### config.mk
export PLATFORM = sky130hd
export DESIGN_NAME = hamming74_framer
export DESIGN_NICKNAME = d
export VERILOG_FILES = /design/src/rtl/comm_pkg.sv /design/src/rtl/hamming74_enc.sv /design/src/rtl/hamming74_framer.sv
export SDC_FILE = /design/constraint.sdc
export NUM_CORES = 1
export LEC_CHECK = 0
export BUFFER_PORTS_ARGS = -buffer_cell sky130_fd_sc_hd__buf_4
export CAP_MARGIN = 25
export CORE_ASPECT_RATIO = 2
export CORE_MARGIN = 2
export CORE_UTILIZATION = 55
export CTS_CLUSTER_SIZE = 14
export DETAILED_ROUTE_END_ITERATION = 16
export PLACE_DENSITY_LB_ADDON = 0.3
export SLEW_MARGIN = 20
export SYNTH_ARGS = -nofsm -noshare
export SYNTH_HDL_FRONTEND = slang
export SYNTH_SLANG_ARGS = --single-unit
### constraint.sdc
create_clock -name clk -period 5.06 [get_ports clk]
set_clock_uncertainty 0.2 [all_clocks]
set_input_delay 1.012 -clock clk [delete_from_list [all_inputs] [get_ports clk]]
set_output_delay 1.012 -clock clk [all_outputs]
set_load 0.01 [all_outputs]
### src/rtl/comm_pkg.sv
// Shared Hamming(7,4) definitions for the channel encoder and the downstream decoder.
// Info bit d[0] is always the first bit received on the serial stream.
package comm_pkg;

  localparam int HAM_K = 4;
  localparam int HAM_N = 7;

  typedef logic [HAM_K-1:0] nibble_t;
  typedef logic [HAM_N-1:0] codeword_t;

  // Returns {p1, p2, p3} for the info nibble d.
  function automatic logic [2:0] ham74_parity(input nibble_t d);
    return {d[0] ^ d[1] ^ d[3],
            d[0] ^ d[2] ^ d[3],
            d[1] ^ d[2] ^ d[3]};
  endfunction

endpackage

### src/rtl/hamming74_enc.sv
// Combinational Hamming(7,4) encoder.
// Output is Hamming positions 1..7, MSB first: {p1, p2, d0, p3, d1, d2, d3}.
module hamming74_enc
  import comm_pkg::*;
(
  input  nibble_t   data,
  output codeword_t code
);

  logic [2:0] par;

  always_comb begin
    par  = ham74_parity(data);
    code = {par[2], par[1], data[0], par[0], data[1], data[2], data[3]};
  end

endmodule

### src/rtl/hamming74_framer.sv
// Serial info bits -> Hamming(7,4) codewords -> N_CW-codeword parallel frame.
// Codeword k (first received is k=0) lands in data_out[FRAME_W-1-7k -: 7].
module hamming74_framer
  import comm_pkg::*;
#(
  parameter  int N_CW    = 5,
  localparam int FRAME_W = HAM_N * N_CW
) (
  input  logic               clk,
  input  logic               rst,
  input  logic               en,
  input  logic               din,
  input  logic               flush,
  output logic               en_out,
  output logic [FRAME_W-1:0] data_out,
  output logic [4:0]         bit_cnt
);

  localparam int              CW_W     = (N_CW > 1) ? $clog2(N_CW) : 1;
  localparam logic [CW_W-1:0] CW_LAST  = CW_W'(N_CW - 1);
  localparam logic [1:0]      NIB_LAST = 2'(HAM_K - 1);

  logic [1:0]         nib_cnt_q, nib_cnt_d;
  logic [CW_W-1:0]    cw_cnt_q, cw_cnt_d;
  nibble_t            nib_q, nib_d;
  logic [FRAME_W-1:0] acc_q, acc_d;
  logic [FRAME_W-1:0] data_out_q, data_out_d;
  logic               en_out_q, en_out_d;

  nibble_t            nib_cur;
  codeword_t          cw_cur;
  logic [FRAME_W-1:0] acc_with_cw;
  logic               nib_done;
  logic               frame_done;
  logic               flush_go;
  logic               emit;

  // Current nibble including this cycle's bit; unfilled positions stay zero,
  // which is exactly the padding a flush needs.
  always_comb begin
    nib_cur = nib_q;
    if (en) begin
      nib_cur[nib_cnt_q] = din;
    end
  end

  hamming74_enc u_enc (
    .data (nib_cur),
    .code (cw_cur)
  );

  always_comb begin
    acc_with_cw = acc_q;
    for (int k = 0; k < N_CW; k++) begin
      if (k == int'(cw_cnt_q)) begin
        acc_with_cw[FRAME_W-1-HAM_N*k -: HAM_N] = cw_cur;
      end
    end
  end

  assign nib_done   = en && (nib_cnt_q == NIB_LAST);
  assign frame_done = nib_done && (cw_cnt_q == CW_LAST);
  assign flush_go   = flush && (en || (nib_cnt_q != 2'd0) || (cw_cnt_q != '0));
  assign emit       = frame_done || flush_go;

  always_comb begin
    // NOTE: every signal driven here gets a default first, so no latch is inferred.
    nib_cnt_d  = nib_cnt_q;
    cw_cnt_d   = cw_cnt_q;
    nib_d      = nib_q;
    acc_d      = acc_q;
    data_out_d = data_out_q;
    en_out_d   = 1'b0;

    if (emit) begin
      data_out_d = acc_with_cw;
      en_out_d   = 1'b1;
      acc_d      = '0;
      nib_d      = '0;
      nib_cnt_d  = 2'd0;
      cw_cnt_d   = '0;
    end else if (en) begin
      if (nib_done) begin
        acc_d     = acc_with_cw;
        nib_d     = '0;
        nib_cnt_d = 2'd0;
        cw_cnt_d  = cw_cnt_q + CW_W'(1);
      end else begin
        nib_d     = nib_cur;
        nib_cnt_d = nib_cnt_q + 2'd1;
      end
    end
  end

  // NOTE: state updates use non-blocking assignments; rst is only seen on a clock edge.
  always_ff @(posedge clk) begin
    if (rst) begin
      nib_cnt_q  <= 2'd0;
      cw_cnt_q   <= '0;
      nib_q      <= '0;
      acc_q      <= '0;
      data_out_q <= '0;
      en_out_q   <= 1'b0;
    end else begin
      nib_cnt_q  <= nib_cnt_d;
      cw_cnt_q   <= cw_cnt_d;
      nib_q      <= nib_d;
      acc_q      <= acc_d;
      data_out_q <= data_out_d;
      en_out_q   <= en_out_d;
    end
  end

  assign en_out   = en_out_q;
  assign data_out = data_out_q;
  assign bit_cnt  = 5'({cw_cnt_q, 2'b00}) + 5'(nib_cnt_q);

endmodule
==> metrics <==
status complete, no violations; Max Cap Violations 0; min Tclk post-route 2.83 ns; initial core utilization 57.1%; Final Setup Violations 0; gpl congestion between 0.8 and 0.9; DRT antenna net count 0; Setup CP Type input pin to flop; final slew viol count 0; relative slew slack 34.7%; n_diodes 0; Final TNS setup 0 ns; hold bufs inserted after CTS 0; CP Launch Type input pin; Tightest Hold Check Type flop to flop; Worst-Margin Slew slightly below 1 ns; Num CTS Buffers 9; clock input transition at the sequential cells of the worst setup and hold paths roughly 0.06 ns; Clk Latency, worst-skew pair roughly 0.33 ns; Synth Warn # 0; first-pass detailed-route iteration total 5; Area Growth Syn to Fin 18.0%; Post-CTS Setup Repair Bufs 0; total length of routed wires ~8000 um; final hold vios 0; Port Buffers 45; unrepaired setup endpoints after global routing false; drt drc 0; register area 0.00160 mm^2; critical path fanouts, max 40; largest net degree at the start of global routing 79; synthesized area around 0.0035 mm^2; full die area about 0.0070 mm^2; vias per cell approximately 5.8; Core Box Area between 0.006 and 0.007 mm^2; global route overflow 0; clock buffer depth 2; Core Rows 40; # IOs 46; pre-CTS setup slack approximately 2 ns; fin worst setup slack ~2.2 ns; hpwl dp around 5300 um; Max VDD drop approximately 0.25 mV; Netlist cell types 36; Mapped Cells around 400; flops & latches, synth 80; die height around 120 um; layout cells sized above 1 16.3%; die width approximately 60 um; Synthesized Nets slightly above 400; Root Driver clkbuf_16; Hold WS roughly 0.26 ns; CTS sink count 80; CTS resizes 0; CTS H-tree depth 3; nets 440; CTS tree built; first-pass GRT wire length between 10000 and 15000 um; leak pwr approximately 1.6 nW; WP data required 5.10 ns; Syn Area/Cell ~8.7 um^2; routed vias 2973; multi-input logic area approximately 0.0017 mm^2; power per cell area around 340 mW/mm^2; sequential area share after synthesis ~46%; Worst Path Arrival about 2.9 ns; period utilization a little under three fifths; FMAX ~350 MHz; WL/cell around 16 um; commonest non-fill, non-tap cell in the layout dfxtp_1; vias in the first global route around 2700; Total Routing Usage GR between 20% and 30%; first-iteration detailed-routing DRC count approximately 130; FILL cells approximately 520; initial antenna violation count 0; CP Capture Type flop; most frequent cells in the layout dfxtp_1, nor2_1, buf_4
## per-layer routing
| layer | part of all wire, % | wire [um] | track usage, % | up-vias |
|---|---|---|---|---|
| met1 | 39 | 3100 | 29.1 | 1392 |
| met5 | 0 | 0 | 0 | - |
| met3 | 4.9 | 396 | 5.76 | 22 |
| met4 | 3.2 | 258 | 12.0 | 0 |
| li1 | - | - | - | 1468 |
| met2 | 53 | 4250 | 41.4 | 91 |
## flip-flops by register name, indices dropped and copies added, names as in the netlist
signal     count
acc_q         35
cw_cnt_q       3
data_out      35
en_out         1
nib_cnt_q      2
nib_q          4
## where the power goes
| group | leakage [nW] | internal, mW | total, mW | switching, mW |
|---|---|---|---|---|
| Sequential | 0.645 | 0.634 | 0.638 | 0.00399 |
| Clock | 0.150 | 0.407 | 0.650 | 0.243 |
| Combinational | 0.767 | 0.0236 | 0.0866 | 0.0630 |
## critical path, stage by stage
cell and delay, ns:
buf_4 0.23, inv_1 0.55, and2_1 0.66, nand2_1 0.17, o21ai_0 0.23
## area by class of cell
class,instances,area share (%)
Sequential cell,80,39.2
Timing Repair Buffer,50,9.19
Clock buffer,13,6.37
Multi-Input combinational cell,278,41.1
Inverter,6,0.551
Clock inverter,3,0.980
Tap cell,84,2.57
## kinds of logic after synthesis
group                    count (synthesis)  share of synthesized area (%)
AND/OR/NAND/NOR                        140                           19.7
AO/OA/AOI/OAI                          111                           20.1
flip-flops                              80                           46.3
buffers and inverters                   40                           5.17
multiplexers                            11                           3.33
adder cells (fa/ha/maj)                 10                           3.62
XOR/XNOR                                 6                           1.74
## final timing paths
kind                                    end                     start  cells after the start  slack [ns]
hold / removal        acc_q[1]$_SDFFE_PP0P_     acc_q[1]$_SDFFE_PP0P_                      1        0.26
setup / recovery     acc_q[34]$_SDFFE_PP0P_                       rst                      5        2.23
hold reg to reg       acc_q[1]$_SDFFE_PP0P_     acc_q[1]$_SDFFE_PP0P_                      1        0.26
setup reg to reg  data_out[19]$_SDFFE_PP0P_  cw_cnt_q[0]$_SDFFE_PP0P_                      8        2.39
## Yosys cell counts, drive strengths merged
library cell   n  area (um^2)
a31oi         15         93.8
a22oi          1         21.3
and3           7         43.8
mux2i         10          104
or3b           1         8.76
o21ai         28          140
buf           16         88.8
inv            6         22.5
and2           6         37.5
o22ai          1         6.26
nand2b         2         12.5
a211oi        37          278
o31a           1         8.76
a21oi         26          130
o311a          1         10.0
xnor2          5         51.3
a31o           1         8.76
nor2          71          267
nor2b          3         18.8
nor4b         15          131
clkbuf        18         67.6
nand2         19         73.8
nand3         11         55.1
mux2           1         11.3
xor2           1         8.76
ha            10          125
dfxtp         80         1600
or3            2         12.5
nand3b         3         22.5
## stage by stage
stage / power [mW] / area [um^2] / utilization, % / instances
after floorplan: 0.717 / 3460 / - / 398
final: 1.37 / 4090 / 67.5 / 514
after CTS: 1.39 / 4080 / 67.3 / 513
after global placement: 0.737 / 3780 / 62.4 / 497
after global routing: 1.42 / 4090 / 67.5 / 514
after detailed placement: 0.737 / 3780 / 62.4 / 497
Power figures use the tool's default switching activity.
